### src/rtl/stall_ctrl.sv
// ============================================================================
// stall_ctrl : pipeline hazard, stall and flush control with memory watchdog
// Rev 1.0
// ============================================================================
`default_nettype none

module stall_ctrl #(
  parameter int TIMEOUT = 1024
) (
  input  logic        clk,
  input  logic        rst,
  input  logic        id_reg1_read_i,
  input  logic [4:0]  id_reg1_addr_i,
  input  logic        id_reg2_read_i,
  input  logic [4:0]  id_reg2_addr_i,
  input  logic        ex_load_i,
  input  logic [4:0]  ex_wd_i,
  input  logic        if_stallreq_i,
  input  logic        mem_stallreq_i,
  input  logic        branch_flag_i,
  input  logic [31:0] branch_target_i,
  output logic [5:0]  stall_o,
  output logic        flush_o,
  output logic [31:0] new_pc_o,
  output logic [31:0] stall_cnt_o,
  output logic        timeout_o
);

  localparam int                c_WD_W   = $clog2(TIMEOUT + 1);
  localparam logic [c_WD_W-1:0] c_WD_MAX = c_WD_W'(TIMEOUT);

  typedef enum logic [1:0] {
    RUN      = 2'd0,
    MEM_WAIT = 2'd1,
    BR_PEND  = 2'd2
  } state_t;

  state_t              r_state;
  logic [31:0]         r_pend_pc;
  logic [31:0]         r_stall_cnt;
  logic [c_WD_W-1:0]   r_wd_cnt;
  logic                r_timeout;
  logic                w_load_use;

  assign w_load_use = ex_load_i && (ex_wd_i != 5'd0) &&
                      ((id_reg1_read_i && (id_reg1_addr_i == ex_wd_i)) ||
                       (id_reg2_read_i && (id_reg2_addr_i == ex_wd_i)));

  // A fresh branch pulse in the release cycle supersedes the pending target.
  always_comb begin
    stall_o  = 6'b000000;
    flush_o  = 1'b0;
    new_pc_o = 32'd0;
    if (rst) begin
      if (mem_stallreq_i) begin
        stall_o = 6'b011111;
      end else if (branch_flag_i) begin
        flush_o  = 1'b1;
        new_pc_o = branch_target_i;
      end else if (r_state == BR_PEND) begin
        flush_o  = 1'b1;
        new_pc_o = r_pend_pc;
      end else if (w_load_use) begin
        stall_o = 6'b000111;
      end else if (if_stallreq_i) begin
        stall_o = 6'b000011;
      end
    end
  end

  always_ff @(posedge clk or negedge rst) begin
    if (!rst) begin
      r_state     <= RUN;
      r_pend_pc   <= 32'd0;
      r_stall_cnt <= 32'd0;
      r_wd_cnt    <= '0;
      r_timeout   <= 1'b0;
    end else begin
      if (mem_stallreq_i) begin
        if (branch_flag_i) begin
          r_state   <= BR_PEND;
          r_pend_pc <= branch_target_i;
        end else if (r_state != BR_PEND) begin
          r_state <= MEM_WAIT;
        end
      end else begin
        r_state <= RUN;
      end

      if ((stall_o != 6'b000000) && (r_stall_cnt != 32'hFFFF_FFFF)) begin
        r_stall_cnt <= r_stall_cnt + 32'd1;
      end

      if (mem_stallreq_i) begin
        if (r_wd_cnt != c_WD_MAX) begin
          r_wd_cnt <= r_wd_cnt + 1'b1;
        end
        if (r_wd_cnt >= c_WD_MAX - 1'b1) begin
          r_timeout <= 1'b1;
        end
      end else begin
        r_wd_cnt <= '0;
      end
    end
  end

  assign stall_cnt_o = r_stall_cnt;
  assign timeout_o   = r_timeout;

endmodule

`default_nettype wire

### config.mk
export PLATFORM = sky130hd
export DESIGN_NAME = stall_ctrl
export DESIGN_NICKNAME = d
export VERILOG_FILES = /design/src/rtl/stall_ctrl.sv
export SDC_FILE = /design/constraint.sdc
export NUM_CORES = 1
export LEC_CHECK = 0
export BUFFER_PORTS_ARGS = -buffer_cell sky130_fd_sc_hd__clkbuf_2
export CORE_AREA = 2 2 73 145
export DETAILED_ROUTE_END_ITERATION = 6
export DIE_AREA = 0 0 75 147
export PLACE_DENSITY = 0.66
export SLEW_MARGIN = 20
export SYNTH_ARGS = -nofsm -noshare
export SYNTH_HDL_FRONTEND = slang
export SYNTH_SLANG_ARGS = --single-unit
### constraint.sdc
create_clock -name clk -period 5.1 [get_ports clk]
set_clock_uncertainty 0.15 [all_clocks]
set_input_delay 0.51 -clock clk [delete_from_list [all_inputs] [get_ports clk]]
set_output_delay 0.51 -clock clk [all_outputs]
set_load 0.01 [all_outputs]
# ---- Word level (Yosys, flattened, before mapping)
# Index checks and enable logic that the tools add are counted.
dict set report totals {
  ff_bits 78
  input_bits 55
}
dict set report op_classes {
  n_mux 19
  eq_ne 8
  n_addsub 2
  n_reduce_logical 10
  order_cmp 1
}
# cell n
set ops {}
lappend ops {{2-to-1 mux 32 bit} 4}
lappend ops {{adder 32 x 1 -> 32 bit (second input constant)} 1}
lappend ops {{!= test 32 bit (second input constant)} 1}
lappend ops {{2-to-1 mux 11 bit} 2}
lappend ops {{adder 11 x 1 -> 11 bit (second input constant)} 1}
lappend ops {{greater-or-equal comparator 11 x 10 -> 1 bit (second input constant)} 1}
lappend ops {{!= test 11 bit (second input constant)} 1}
lappend ops {{== test 5 bit} 2}
lappend ops {{2-to-1 mux 3 bit} 3}
lappend ops {{2-to-1 mux 2 bit} 4}
lappend ops {{2-to-1 mux 6 bit} 1}
lappend ops {{nonzero test 6 bit} 1}
lappend ops {{logical AND 1 bit} 5}
lappend ops {{2-to-1 mux 5 bit} 1}
lappend ops {{nonzero test 5 bit} 1}
lappend ops {{2-to-1 mux 1 bit} 4}
lappend ops {{AND reduction 2 bit} 2}
lappend ops {{!= test 3 x 1 -> 1 bit (second input constant)} 1}
lappend ops {{== test 2 bit (second input constant)} 1}
lappend ops {{!= test 2 x 1 -> 1 bit (second input constant)} 1}
lappend ops {{!= test 2 bit (second input constant)} 1}
lappend ops {{logical OR 1 bit} 1}

# ---- Longest topological paths before layout
# Gate-level depths: netlist of run 1.
dict set report logic_depth {
  word_depth 11
  depth_mapped 8
}

# ---- Worst setup path after synthesis of run 1
# No wires, ideal clock.
dict set report synth_path {
  path_type {input to output}
  startpoint {input branch_flag_i}
  endpoint {output new_pc_o[10]}
  required_ns 4.440
  path_buffers 3
  setup_slack_ns 2.634
  arrival_ns 1.806
  cell_stages 6
  cell_sequence {clkbuf_1 a21oi_2 or3b_2 clkbuf_1 clkbuf_1 nor2_1}
}
dict set report synth_between {
  elab_chain_cells 3
}
# item line_no
set synth_rtl {}
lappend synth_rtl {{start: declaration} 20} ;# input logic branch_flag_i,
lappend synth_rtl {{2-to-1 mux 32 bit} 57} ;# end else if (branch_flag_i) begin
lappend synth_rtl {{2-to-1 mux 32 bit} 55} ;# if (mem_stallreq_i) begin
lappend synth_rtl {{2-to-1 mux 32 bit} 54} ;# if (rst) begin
lappend synth_rtl {{end: declaration} 24} ;# output logic [31:0] new_pc_o,
# Every way passes these cells.

# ---- Final worst setup path of run 1
dict set report layout_path {
  startpoint {input rst}
  endpoint {output new_pc_o[21]}
}
dict set report layout_between {
  elab_chain_cells 1
}
# item line_no
set layout_rtl {}
lappend layout_rtl {{start: declaration} 11} ;# input logic rst,
lappend layout_rtl {{2-to-1 mux 32 bit} 54}
# Every way passes these cells.

==> results.cfg, run 1 <==
[floorplanning]
boundaryPins = 127
num_rows = 52
die_width_um = 75
start_util_pct = 41.1
die_h_um = 147
core_um2 = 9950
die_area_um2 = 11000

[timing]
fmax_ghz = 0.329
layout_setup_ws_ns = 2.06
finalHoldViolations = 0
min_period_ns = 3.04
maxSlewViolCount = 0
setup_viol = 0
setup_tns_ns = 0
rsz0062_at_grt = false
fin_crit_sh_pct = 59.5
maxSlewHeadroom_pct = 38.7
tightest_slew_ns = 0.919
whs_ns = 0.277

[clock_network]
cts-resized-gates = 0
cts_tree = built
cts_max_level = 3
worstSkewPairLatency_ns = 0.33
cts_buffer_depth = 2
cts_sinks = 78
clkTransAtPathRegs_ns = 0.06
cts_buffers = 9
root_buffer = clkbuf_16

[synth]
seq_area_frac_synth_pct = 47.8
syn_nets = 430
yosysWarnings = 0
netlist_area_um2 = 4090
avgSynthCellArea_um2 = 11.0
syn_inst = 372
synth.distinct_cells = 46
ys_seq_elements = 78

[setup_path]
cp.required_ns = 4.44
worstSetupStartpointType = primary input
slowest_stage = or3b_2
path_cells = dlygate4sd3_1, buf_4, or3b_2, nor2_1, clkbuf_2
cp-end-kind = output pin
path_delay_family = simple AND/OR/NAND/NOR gates
critPathMaxFanout = 33
criticalPathCategory = in -> out
cp_slowest_stage_delay_ns = 0.77
worst_ep_arrival_time_ns = 2.38
crit_buf_inv = 3

[detailed_routing]
drt-initial-drc-count = 110
postRouteAntennaNets = 0
vias = 3059
first_pass_iters = 4
viasPerCell = 4.82
drc_errors = 0
wl_mm = 8.21
wire_per_inst_um = 12.9

[run]
drv_cap = 0

[placed_design]
portBuffers = 125
gp_congestion = 0.757
dp_hpwl_mm = 5.94
postPlaceCellArea_um2 = 4820
post-place-ws_ns = 2.42

[power_and_ir_drop]
p_leak_nw = 2.53
peakVddDrop_uv = 225
power_density_nw_per_um2 = 308

[final_layout]
post-route-cell-area_um2 = 5100
drive_gt1_share_pct = 38.7
final_util_pct = 51.2
final_common_cell = clkbuf_2
finalNetCount = 552
final_cell_mix = clkbuf_2, dfrtp_1, nor2_1
n_fill_cell = 951
diodes = 0
area_delta_synth_final_pct = 24.8

[global_route]
grt_pass1_wl_mm = 13.5
grt.total_usage_pct = 15.5
grt-ovfl-total = 0
grt_max_degree = 74
antenna_found_initial = 0
grt_pass1_vias = 2889

[worst_hold_path]
hp-class = in -> reg

[outcome]
status = complete, no violations
## layer usage
metal	track usage [%]	wire length, µm
met4	5.54	131
met3	3.57	447
met1	21.8	4000
met5	0	0
met2	23.3	3630
## path summary, 6_finish.rpt
kind | from | to | slack [ns] | depth (start not counted)
worst max-delay path | rst | new_pc_o[21] | 2.06 | 5
max in group asynchronous | rst | stall_cnt_o[2]$_DFFE_PN0P_ | 3.28 | 3
worst min register to register | timeout_o$_DFFE_PN0P_ | timeout_o$_DFFE_PN0P_ | 0.32 | 1
worst min-delay path | branch_target_i[16] | r_pend_pc[16]$_DFFE_PN0P_ | 0.28 | 2
min in group asynchronous | rst | r_state[0]$_DFFE_PN0P_ | 0.40 | 2
worst max register to register | stall_cnt_o[0]$_DFFE_PN0P_ | stall_cnt_o[22]$_DFFE_PN0P_ | 2.78 | 7
## flip-flops by register name, summed over array words and instances (netlist names)
signal,count
timeout_o,1
r_pend_pc,32
stall_cnt_o,32
r_wd_cnt,11
r_state,2
## metrics by stage
stage          power [mW]  std cells
3_3_place_gp         1.01        617
2_1_floorplan       0.906        372
3_5_place_dp         1.02        617
5_1_grt              1.66        634
4_1_cts              1.60        634
6_report             1.57        634
## final cells by class
cell class | count | area, µm² | area share [%]
Tap cell | 135 | 169 | 3.31
Sequential cell | 78 | 1950 | 38.3
Timing Repair Buffer | 130 | 668 | 13.1
Clock buffer | 10 | 229 | 4.49
Inverter | 8 | 30.0 | 0.589
Clock inverter | 6 | 38.8 | 0.761
Multi-Input combinational cell | 267 | 2010 | 39.5
## cells by family (layout without fill, tap and decap cells)
group	count (synthesis)	after routing	synth area share [%]
other cells	1	1	0.0918
flops	78	78	47.8
compound gates	16	16	2.51
simple gates	135	135	18.8
xor+xnor	48	48	10.3
fa+ha+maj	3	3	0.919
buf+inv	27	154	2.97
mux	64	64	16.7
## what timing repair did
| item | in CTS | in global routing |
|---|---|---|
| hold endpoints to repair | 5 | 0 |
| hold buffers | 1 | 0 |
| setup buffers | 0 | 0 |
## synthesized netlist by cell type (all sizes together)
cell type  count  area share (%)
and4b          2            0.55
a31o           1            0.21
dfrtp         78              48
nand3b         1            0.18
nor3           9             1.9
xor2          12             2.6
o21ai          4            0.49
xnor2         36             7.7
nand3         15             2.0
nor2          38             3.6
or3            3            0.46
and3           9             1.4
ha             3            0.92
a21boi         3            0.55
nor4b          1            0.21
nand2         21             1.9
nor4           3            0.46
and2          12             1.9
mux2i         32             7.8
nor2b          2            0.31
conb           1           0.092
or3b           2            0.43
nand4b         1            0.21
o22ai          1            0.15
inv            8            0.73
nand2b         1            0.15
a21oi          5            0.70
clkbuf         9            0.83
nand4         12             2.6
a21o           2            0.40
mux2          32             8.8
buf           10             1.4
and4           3            0.64
## report_power, final
group / total, mW / switching, mW / internal [mW]
Combinational: 0.252 / 0.123 / 0.129
Clock: 0.572 / 0.245 / 0.327
Sequential: 0.749 / 0.0630 / 0.686
Total: 1.57 / 0.431 / 1.14
(Power assumes the default switching activity.)
==> run 2, diff against run 1 <==
--- a/config.mk
+++ b/config.mk
@@ -5,11 +5,12 @@
 export SDC_FILE = /design/constraint.sdc
 export NUM_CORES = 1
 export LEC_CHECK = 0
+export ABC_AREA = 1
 export BUFFER_PORTS_ARGS = -buffer_cell sky130_fd_sc_hd__clkbuf_2
-export CORE_AREA = 2 2 73 145
+export CORE_AREA = 2 2 80 158
 export DETAILED_ROUTE_END_ITERATION = 6
-export DIE_AREA = 0 0 75 147
-export PLACE_DENSITY = 0.66
+export DIE_AREA = 0 0 82 160
+export PLACE_DENSITY = 0.67
 export SLEW_MARGIN = 20
 export SYNTH_ARGS = -nofsm -noshare
 export SYNTH_HDL_FRONTEND = slang
==> constraint.sdc (replaced) <==
create_clock -name clk -period 2.43 [get_ports clk]
set_clock_uncertainty 0.15 [all_clocks]
set_input_delay 0.243 -clock clk [delete_from_list [all_inputs] [get_ports clk]]
set_output_delay 0.243 -clock clk [all_outputs]
set_load 0.01 [all_outputs]
==> results.cfg, run 2 <==
[synth]
async_flop_share_pct = 100
synth_top_family_by_area = simple AND/OR/NAND/NOR gates
synth_most_common_cell = nand2_1
seq_area_frac_synth_pct = 39.9
synth_flop_cell = dfrtp_1
ys_seq_elements = 78
synthSimpleGateAreaFrac_pct = 36.3
synth.area.top_cells = dfrtp_1, nand2_1, nor2_1, inv_1, a2111oi_0
synthTopCellsByCount = nand2_1, nor2_1, inv_1, dfrtp_1, nand3_1
netlist_area_um2 = 4890
syn_nets = 764
synthMuxAreaShare_pct = 0
avgSynthCellArea_um2 = 6.93
syn_inst = 706
synth-edff-count = 0
synth_compound_area_share_pct = 10.3
synthXorXnorAreaFrac_pct = 2.69
synth.distinct_cells = 33
yosysTopAreaCellShare_pct = 39.9
yosysWarnings = 0
synth_adder_area_share_pct = 0.768
yosysTopAreaCell = dfrtp_1

[timing]
whs_ns = 0.00497
tightest_slew_ns = 0.903
maxSlewHeadroom_pct = 39.6
setup_viol = 0
rsz0062_at_grt = false
setup_tns_ns = 0
min_period_ns = 2.24
fin_crit_sh_pct = 92.3
finalHoldViolations = 0
fmax_ghz = 0.446
maxSlewViolCount = 0

[detailed_routing]
drt-initial-drc-count = 238
viasPerCell = 4.97
drc_errors = 0
wl_mm = 12.8
wire_per_inst_um = 12.8
first_pass_iters = 7
vias = 4965
postRouteAntennaNets = 0

[final_layout]
final_cell_mix = nand2_1, clkbuf_2, nor2_1
multi_input_area_um2 = 2460
drive_gt1_share_pct = 20.6
regArea_um2 = 1950
diodes = 0
n_fill_cell = 1236
finalNetCount = 906
final_common_cell = nand2_1
area_delta_synth_final_pct = 26.8

[global_route]
grt_max_degree = 49
grt-ovfl-total = 0
grt.total_usage_pct = 20.5
antenna_found_initial = 0
grt_pass1_wl_mm = 21.7
grt_pass1_vias = 4719

[floorplanning]
core_um2 = 12000
num_rows = 57
die_area_um2 = 13100
die_h_um = 160
die_width_um = 82
start_util_pct = 40.8
boundaryPins = 127

[setup_path]
worst_ep_arrival_time_ns = 1.85
cp-end-kind = output pin
critPathMaxFanout = 34
worstSetupStartpointType = register
cp.required_ns = 2.04
criticalPathCategory = reg -> out

[worst_hold_path]
hp-class = in -> reg

[placed_design]
dp_hpwl_mm = 9.31
gp_congestion = 0.887
portBuffers = 125

[power_and_ir_drop]
power_density_nw_per_um2 = 553
peakVddDrop_uv = 332
p_leak_nw = 3.25

[clock_network]
cts_buffer_depth = 2
cts_tree = built
cts_max_level = 3
clkTransAtPathRegs_ns = 0.06
worstSkewPairLatency_ns = 0.34
root_buffer = clkbuf_16
cts_sinks = 78
cts_buffers = 9

[outcome]
status = complete, no violations

[run]
drv_cap = 0
run 2: cell count changes in the layout (fill, tap and decap cells not counted), moves of 32 or more:
cell,previous run,this run
mux2i_1,32,0
nand3_1,14,48
nand2_1,21,234
inv_1,8,82
o21ai_0,4,38
mux2_2,32,0
nor2_1,37,87
run 2: final timing paths:
path | start | end | slack (ns) | cells past startpoint
setup reg to reg | stall_cnt_o[1]$_DFFE_PN0P_ | stall_cnt_o[0]$_DFFE_PN0P_ | 0.39 | 9
max in group asynchronous | rst | r_pend_pc[4]$_DFFE_PN0P_ | 1.02 | 3
setup / recovery | r_state[0]$_DFFE_PN0P_ | new_pc_o[3] | 0.19 | 5
hold / removal | branch_target_i[27] | r_pend_pc[27]$_DFFE_PN0P_ | 0.005 | 3
hold reg to reg | timeout_o$_DFFE_PN0P_ | timeout_o$_DFFE_PN0P_ | 0.34 | 1
min in group asynchronous | rst | r_pend_pc[22]$_DFFE_PN0P_ | 0.42 | 4
run 2: layout make-up:
cell class | instances | area share, %
multi-input cells | 511 | 39.7
flip-flops and latches | 78 | 31.5
repair buffers | 163 | 16.1
inverters | 85 | 5.15
clock buffers | 9 | 3.63
well taps | 147 | 2.97
clock inverters | 7 | 1.03
run 2: power by group:
part           internal, mW  switching, mW  leakage, nW
clock                 0.718          0.605        0.143
sequential             1.41         0.0946         1.03
combinational         0.249          0.353         2.08
total                  2.37           1.05         3.25
run 2: cell families after synthesis:
family,Yosys count
AND/OR/NAND/NOR,416
XOR/XNOR,15
flip-flops,78
buffers and inverters,117
other,1
adder cells (fa/ha/maj),3
AO/OA/AOI/OAI,76
run 2: stage by stage:
step | cell area, µm² | setup slack, ns | power [mW] | std cells | utilization, %
after global routing | 6200 | 0.0281 | 3.61 | 1000 | 51.7
after floorplan | 4890 | 0.524 | 1.86 | 706 | -
after global placement | 5680 | 0.218 | 2.09 | 964 | 47.4
after detailed placement | 5680 | 0.160 | 2.10 | 964 | 47.4
after CTS | 6190 | 0.0654 | 3.47 | 1000 | 51.7
final | 6200 | 0.188 | 3.43 | 1000 | 51.7
run 2: per-layer routing:
metal	wire length [µm]	track usage, %
met1	6030	28.5
met2	5940	32.5
met3	625	3.84
met4	153	5.30
met5	0	0
run 2: what timing repair did:
action / in CTS / in global routing
setup endpoints to repair: 0 / 1
hold endpoints to repair: 93 / 0
buffers inserted: 0 / 0
hold buffers: 20 / 0
gates resized for setup: 0 / 2
run 2: critical path, stage by stage (launching register included):
cell and delay [ns]:
dfrtp_1 0.36, nor2_1 0.16, nor2_2 0.07, buf_4 0.26
a2111oi_0 0.42, clkbuf_2 0.22
